<file path="src/rtl/rx_deser_pkg.sv">
// Shared types for the serial flit receiver.
// Flit-width fallbacks apply only when the global defines header has not already been read.
`ifndef PAYLOAD_SIZE
`define PAYLOAD_SIZE 6
`endif
`ifndef ADDR_SZ
`define ADDR_SZ 2
`endif

package rx_deser_pkg;

    typedef enum logic {
        ST_IDLE = 1'b0,
        ST_RECV = 1'b1
    } rx_state_e;

endpackage

</file>
<file path="src/rtl/rx_deser_if.sv">
// Link-side and router-side signals of the flit receiver.
// The receiver takes the master modport.
interface rx_deser_if #(
    parameter int FLIT_W = `PAYLOAD_SIZE + `ADDR_SZ
);
    logic              serial_in;
    logic              channel_busy;
    logic              rx_active;
    logic              flit_valid;
    logic [FLIT_W-1:0] flit_out;
    logic              flit_ack;
    logic              overflow;

    modport master (
        input  serial_in,
        input  flit_ack,
        output channel_busy,
        output rx_active,
        output flit_valid,
        output flit_out,
        output overflow
    );

    modport slave (
        output serial_in,
        output flit_ack,
        input  channel_busy,
        input  rx_active,
        input  flit_valid,
        input  flit_out,
        input  overflow
    );
endinterface

</file>
<file path="src/rtl/rx_fifo.sv">
// Small synchronous flit FIFO with a combinational head output.
// A push into a full FIFO is ignored unless a pop happens on the same edge.
module rx_fifo #(
    parameter int W     = 8,
    parameter int DEPTH = 2
) (
    input  logic                         clk,
    input  logic                         reset,
    input  logic                         push,
    input  logic [W-1:0]                 din,
    input  logic                         pop,
    output logic [W-1:0]                 dout,
    output logic                         valid,
    output logic                         full,
    output logic [$clog2(DEPTH+1)-1:0]   count
);
    localparam int PTR_W = $clog2(DEPTH);
    localparam int OCC_W = $clog2(DEPTH + 1);

    logic [W-1:0]     mem [DEPTH];
    logic [PTR_W-1:0] wr_ptr;
    logic [PTR_W-1:0] rd_ptr;
    logic [OCC_W-1:0] count_q;
    logic             do_push;
    logic             do_pop;

    assign valid   = (count_q != '0);
    assign full    = (count_q == OCC_W'(DEPTH));
    assign do_pop  = pop & valid;
    assign do_push = push & (~full | do_pop);
    assign count   = count_q;
    assign dout    = valid ? mem[rd_ptr] : '0;

    // DEPTH is a power of two, so pointers wrap by natural overflow
    always_ff @(posedge clk or posedge reset) begin
        if (reset) begin
            for (int i = 0; i < DEPTH; i++) begin
                mem[i] <= '0;
            end
            wr_ptr  <= '0;
            rd_ptr  <= '0;
            count_q <= '0;
        end else begin
            if (do_push) begin
                mem[wr_ptr] <= din;
                wr_ptr      <= wr_ptr + 1'b1;
            end
            if (do_pop) begin
                rd_ptr <= rd_ptr + 1'b1;
            end
            case ({do_push, do_pop})
                2'b10:   count_q <= count_q + 1'b1;
                2'b01:   count_q <= count_q - 1'b1;
                default: count_q <= count_q;
            endcase
        end
    end
endmodule

</file>
<file path="src/rtl/rx_deser.sv">
// Serial flit receiver: start-bit detect, LSB-first deserialiser and flit buffer.
//   state   | meaning
//   ST_IDLE | line idle; a sampled 1 is a start bit
//   ST_RECV | shifting in data bits; last bit pushes the flit
module rx_deser
    import rx_deser_pkg::*;
#(
    parameter int FLIT_W   = `PAYLOAD_SIZE + `ADDR_SZ,
    parameter int DEPTH    = 2,
    parameter int routerid = -1,
    parameter     port     = "unknown"
) (
    input  logic       clk,
    input  logic       reset,
    rx_deser_if.master bus
);
    localparam int CNT_W = (FLIT_W > 1) ? $clog2(FLIT_W) : 1;
    localparam int OCC_W = $clog2(DEPTH + 1);

    rx_state_e         state_q;
    rx_state_e         state_d;
    logic [CNT_W-1:0]  cnt_q;
    logic [CNT_W-1:0]  cnt_d;
    logic [FLIT_W-1:0] shreg_q;
    logic [FLIT_W-1:0] shreg_d;
    logic [FLIT_W-1:0] flit_asm;
    logic              push;
    logic              pop;
    logic              full;
    logic              fifo_valid;
    logic [OCC_W-1:0]  count;
    logic              overflow_q;

    // Shift right with MSB insert: after FLIT_W bits the first bit lands in bit 0
    assign flit_asm = {bus.serial_in, shreg_q[FLIT_W-1:1]};

    always_ff @(posedge clk or posedge reset) begin
        if (reset) begin
            state_q <= ST_IDLE;
            cnt_q   <= '0;
            shreg_q <= '0;
        end else begin
            state_q <= state_d;
            cnt_q   <= cnt_d;
            shreg_q <= shreg_d;
        end
    end

    always_comb begin
        state_d = state_q;
        cnt_d   = cnt_q;
        shreg_d = shreg_q;
        push    = 1'b0;
        case (state_q)
            ST_IDLE: begin
                if (bus.serial_in) begin
                    state_d = ST_RECV;
                    cnt_d   = '0;
                end
            end
            ST_RECV: begin
                shreg_d = flit_asm;
                if (cnt_q == CNT_W'(FLIT_W - 1)) begin
                    push    = 1'b1;
                    state_d = ST_IDLE;
                    cnt_d   = '0;
                end else begin
                    cnt_d = cnt_q + 1'b1;
                end
            end
            default: state_d = ST_IDLE;
        endcase
    end

    assign pop = bus.flit_ack & fifo_valid;

    always_ff @(posedge clk or posedge reset) begin
        if (reset) begin
            overflow_q <= 1'b0;
        end else if (push & full & ~pop) begin
            overflow_q <= 1'b1;
        end
    end

    rx_fifo #(
        .W     (FLIT_W),
        .DEPTH (DEPTH)
    ) u_fifo (
        .clk   (clk),
        .reset (reset),
        .push  (push),
        .din   (flit_asm),
        .pop   (bus.flit_ack),
        .dout  (bus.flit_out),
        .valid (fifo_valid),
        .full  (full),
        .count (count)
    );

    // The last free slot is reserved for the frame already on the wire
    assign bus.channel_busy = full | ((state_q == ST_RECV) & (count == OCC_W'(DEPTH - 1)));
    assign bus.rx_active    = (state_q == ST_RECV);
    assign bus.flit_valid   = fifo_valid;
    assign bus.overflow     = overflow_q;
endmodule
</file>
<file path="src/flat_wrapper.sv">
// flat-port wrapper written by rule: the top's interface ports become plain ports
module rx_deser_flat import rx_deser_pkg::*;
#(
    parameter int FLIT_W   = `PAYLOAD_SIZE + `ADDR_SZ,
    parameter int DEPTH    = 2,
    parameter int routerid = -1,
    parameter     port     = "       "
)
  (clk, reset, bus_serial_in, bus_flit_ack, bus_channel_busy, bus_rx_active, bus_flit_valid, bus_flit_out, bus_overflow);
  rx_deser_if #(.FLIT_W(FLIT_W)) bus_i ();
  input  logic clk;
  input  logic reset;
  input wire logic [$bits(bus_i.serial_in)-1:0] bus_serial_in;
  input wire logic [$bits(bus_i.flit_ack)-1:0] bus_flit_ack;
  output wire logic [$bits(bus_i.channel_busy)-1:0] bus_channel_busy;
  output wire logic [$bits(bus_i.rx_active)-1:0] bus_rx_active;
  output wire logic [$bits(bus_i.flit_valid)-1:0] bus_flit_valid;
  output wire logic [$bits(bus_i.flit_out)-1:0] bus_flit_out;
  output wire logic [$bits(bus_i.overflow)-1:0] bus_overflow;
  assign bus_i.serial_in = bus_serial_in;
  assign bus_i.flit_ack = bus_flit_ack;
  assign bus_channel_busy = bus_i.channel_busy;
  assign bus_rx_active = bus_i.rx_active;
  assign bus_flit_valid = bus_i.flit_valid;
  assign bus_flit_out = bus_i.flit_out;
  assign bus_overflow = bus_i.overflow;
  rx_deser #(.FLIT_W(FLIT_W), .DEPTH(DEPTH), .routerid(routerid), .port(port)) u_core (.clk(clk), .reset(reset), .bus(bus_i));
endmodule
</file>
<file path="config.mk">
export PLATFORM = sky130hd
export DESIGN_NAME = rx_deser_flat
export DESIGN_NICKNAME = d
export VERILOG_FILES = /design/src/rtl/rx_deser_pkg.sv /design/src/rtl/rx_deser_if.sv /design/src/rtl/rx_fifo.sv /design/src/rtl/rx_deser.sv /design/src/flat_wrapper.sv
export SDC_FILE = /design/constraint.sdc
export NUM_CORES = 1
export LEC_CHECK = 0
export ABC_CLOCK_PERIOD_IN_PS = 2100
export BUFFER_PORTS_ARGS = -buffer_cell sky130_fd_sc_hd__buf_2
export CORE_MARGIN = 4
export CORE_UTILIZATION = 59
export CTS_BUF_LIST = sky130_fd_sc_hd__clkbuf_4
export CTS_CLUSTER_DIAMETER = 80
export CTS_CLUSTER_SIZE = 10
export DETAILED_ROUTE_END_ITERATION = 7
export PLACE_DENSITY = 0.91
export SLEW_MARGIN = 30
export SYNTH_ARGS = -nofsm -noshare
export SYNTH_HDL_FRONTEND = slang
export SYNTH_HIERARCHICAL = 1
export SYNTH_SLANG_ARGS = --single-unit
</file>
<file path="constraint.sdc">
create_clock -name clk -period 2.1 [get_ports clk]
set_input_delay 0.21 -clock clk [delete_from_list [all_inputs] [get_ports clk]]
set_output_delay 0.21 -clock clk [all_outputs]
set_load 0.01 [all_outputs]
</file>
==> flow_summary.json <==
{
  "start_util_pct": 63.8,
  "whs_endpoint": "u_core/cnt_q[0]$_DFFE_PP0P_",
  "cap_violations": 0,
  "seq_area_frac_synth_pct": 55.2,
  "clockRootBuffer": "clkbuf_4",
  "rows": 17,
  "vias": 873,
  "clock-sinks": 32,
  "cts_resized": 0,
  "gr-total-overflow": 0,
  "insertion_delay_ns": 0.33,
  "power.share.clock_pct": 16.6,
  "powerDensity_nw_per_um2": 1680,
  "syn_area_per_cell_um2": 13.3,
  "hold_viol": 0,
  "cp_max_fo": 8,
  "rrSetupSlack_ns": 0.21,
  "fin_nets": 140,
  "max_slew.worst_pin.slew_ns": 0.725,
  "fillers": 152,
  "coreArea_um2": 2280,
  "final_core_util_pct": 72.5,
  "viasPerCell": 5.42,
  "power.net_switching_mw": 0.985,
  "synthArstFlopShare_pct": 100,
  "dieHeight_um": 57.6,
  "min_period_ns": 1.89,
  "synth_nets": 117,
  "clock.fmax_mhz": 530,
  "routabilityCongestion": 0.777,
  "setup_viol": 0,
  "drive_gt1_share_pct": 39.8,
  "fin_worst_skew_ns": 0.00773,
  "reg2reg_from": "u_core/cnt_q[0]$_DFFE_PP0P_",
  "drv_slew": 0,
  "post-cts-setup-buffers": 0,
  "grt_start_max_net_pins": 21,
  "timing.rr.end": "u_core/u_fifo/mem[14]$_DFFE_PP0P_",
  "synth_area_um2": 1450,
  "hpwl_mm": 1.91,
  "finalNonFillerCells": 161,
  "antenna_found_initial": 0,
  "outcome": "finished, final reports clean",
  "gr-usage-all-layers_pct": 17.9,
  "mostFrequentLayoutCell": "dfrtp_1",
  "p_leak_nw": 0.801,
  "dr.pass1.iters": 4,
  "critical_path_required_ns": 2.32,
  "synth_edf_count": 0,
  "grt_pass1_wl_mm": 4.36,
  "synth_cells": 109,
  "cts_tree": "done",
  "yosys_warnings": 6,
  "regArea_um2": 801,
  "synth_flop_cell": "dfrtp_1",
  "wire_per_inst_um": 15.9,
  "p_int_mw": 1.78,
  "postRouteAntennaNets": 0,
  "io-pin-count": 16,
  "tns_ns": 0,
  "reg2regPathDepth": 5,
  "multi_input_area_um2": 608,
  "power_mw": 2.77,
  "irDropWorstVdd_mv": 1.14,
  "seqPwrFrac_pct": 43.7,
  "die_x_um": 57.6,
  "combPwrFrac_pct": 39.8,
  "cp.arrival_ns": 2.11,
  "synth_cell_type_count": 21,
  "hp-class": "input port to register",
  "critPathLaunchType": "register",
  "diodes": 0,
  "clockBufferDepth": 2,
  "htreeDepth": 2,
  "cts_buffers": 5,
  "numPortBuffers": 15,
  "fin_crit_sh_pct": 89.8,
  "drt-initial-drc-count": 17,
  "first_global_vias": 946,
  "area_growth_pct": 13.7,
  "routed_wirelength_mm": 2.55,
  "holdPathStages": 2,
  "placed_cells": 152,
  "layout_common_cells": "dfrtp_1 (32), mux2_2 (23), buf_2 (15)",
  "end_kind": "register",
  "dieArea_um2": 3320,
  "criticalPathCategory": "register to register",
  "clk_pin_slew_ns": 0.10,
  "slew_headroom_pct": 51.6,
  "holdWs_ns": 0.127,
  "p_sw_share_pct": 35.6,
  "drc": 0,
  "synth-seq-cells": 32,
  "min_from": "bus_serial_in",
  "rsz0062_at_grt": "no"
}
[metrics by stage]
stage	setup WS, ns	instance area [µm²]
6_report	0.214	1650
5_1_grt	0.0783	1650
4_1_cts	0.185	1650
3_5_place_dp	0.200	1560
3_3_place_gp	0.304	1560
2_1_floorplan	0.436	1450
[flip-flops by register name, summed over array words and instances, names as in the netlist]
register	count
u_core/bus.overflow	1
u_core/bus.rx_active	1
u_core/cnt_q	3
u_core/shreg_q	7
u_core/u_fifo/count	2
u_core/u_fifo/mem	16
u_core/u_fifo/rd_ptr	1
u_core/u_fifo/wr_ptr	1
[area by class of cell]
type / count / area share, %
Inverter: 7 / 1.59
Multi-Input combinational cell: 68 / 36.8
Clock inverter: 3 / 2.58
Tap cell: 28 / 2.12
Sequential cell: 32 / 48.5
Clock buffer: 5 / 2.27
Timing Repair Buffer: 18 / 6.07
[layer usage]
metal	up-vias	global-route usage (%)	part of all wire, %
li1	419	-	-
met1	437	20.1	42
met2	12	31.3	52
met3	5	6.33	4.4
met5	-	0	0
met4	0	5.96	1.6
[logic make-up after synthesis]
| kind of cell | synth area share (%) |
|---|---|
| XOR/XNOR | 3.02 |
| AO/OA/AOI/OAI | 2.85 |
| buffers and inverters | 2.93 |
| multiplexers | 24.1 |
| AND/OR/NAND/NOR | 8.54 |
| flip-flops | 55.2 |
| adder cells (fa/ha/maj) | 3.45 |
[repair_timing]
| action | CTS | global route |
|---|---|---|
| endpoints found under the setup margin | 0 | 0 |
| hold buffers | 1 | 0 |
| hold endpoints to repair | 12 | 0 |
[critical path, cell delays in order, from the launching register on]
cell and delay (ns):
dfrtp_1 0.38, ha_1 0.18, ha_1 0.17, and2_1 0.20, nor3b_4 0.46, mux2_2 0.40
[worst max path at each step]
stage,startpoint,to,slack [ns],cells past startpoint
after detailed placement,u_core/cnt_q[0]$_DFFE_PP0P_,u_core/u_fifo/mem[15]$_DFFE_PP0P_,0.20,5
after floorplan,u_core/cnt_q[0]$_DFFE_PP0P_,u_core/u_fifo/mem[15]$_DFFE_PP0P_,0.44,5
after global placement,u_core/cnt_q[0]$_DFFE_PP0P_,u_core/u_fifo/mem[11]$_DFFE_PP0P_,0.30,5
after global routing,u_core/cnt_q[0]$_DFFE_PP0P_,u_core/u_fifo/mem[15]$_DFFE_PP0P_,0.08,5
final,u_core/cnt_q[0]$_DFFE_PP0P_,u_core/u_fifo/mem[14]$_DFFE_PP0P_,0.21,5
after CTS,u_core/cnt_q[0]$_DFFE_PP0P_,u_core/u_fifo/mem[14]$_DFFE_PP0P_,0.18,5
[power by group through the flow]
stage / logic [mW] / clock network (mW) / registers [mW]
2_1_floorplan: 0.857 / 0 / 1.11
3_3_place_gp: 1.05 / 0 / 1.19
3_5_place_dp: 1.12 / 0 / 1.22
4_1_cts: 1.12 / 0.466 / 1.20
5_1_grt: 1.22 / 0.499 / 1.25
6_report: 1.10 / 0.459 / 1.21
[Yosys cell counts (all sizes together) (3+ instances only)]
master  number  area, µm²
dfrtp       32        801
mux2        23        259
nor2        12       47.6
mux2i        9       90.1
inv          7       26.3
ha           4       50.1
nand2b       3       18.8
xnor2        3       26.3
Power figures use the tool's default switching activity.
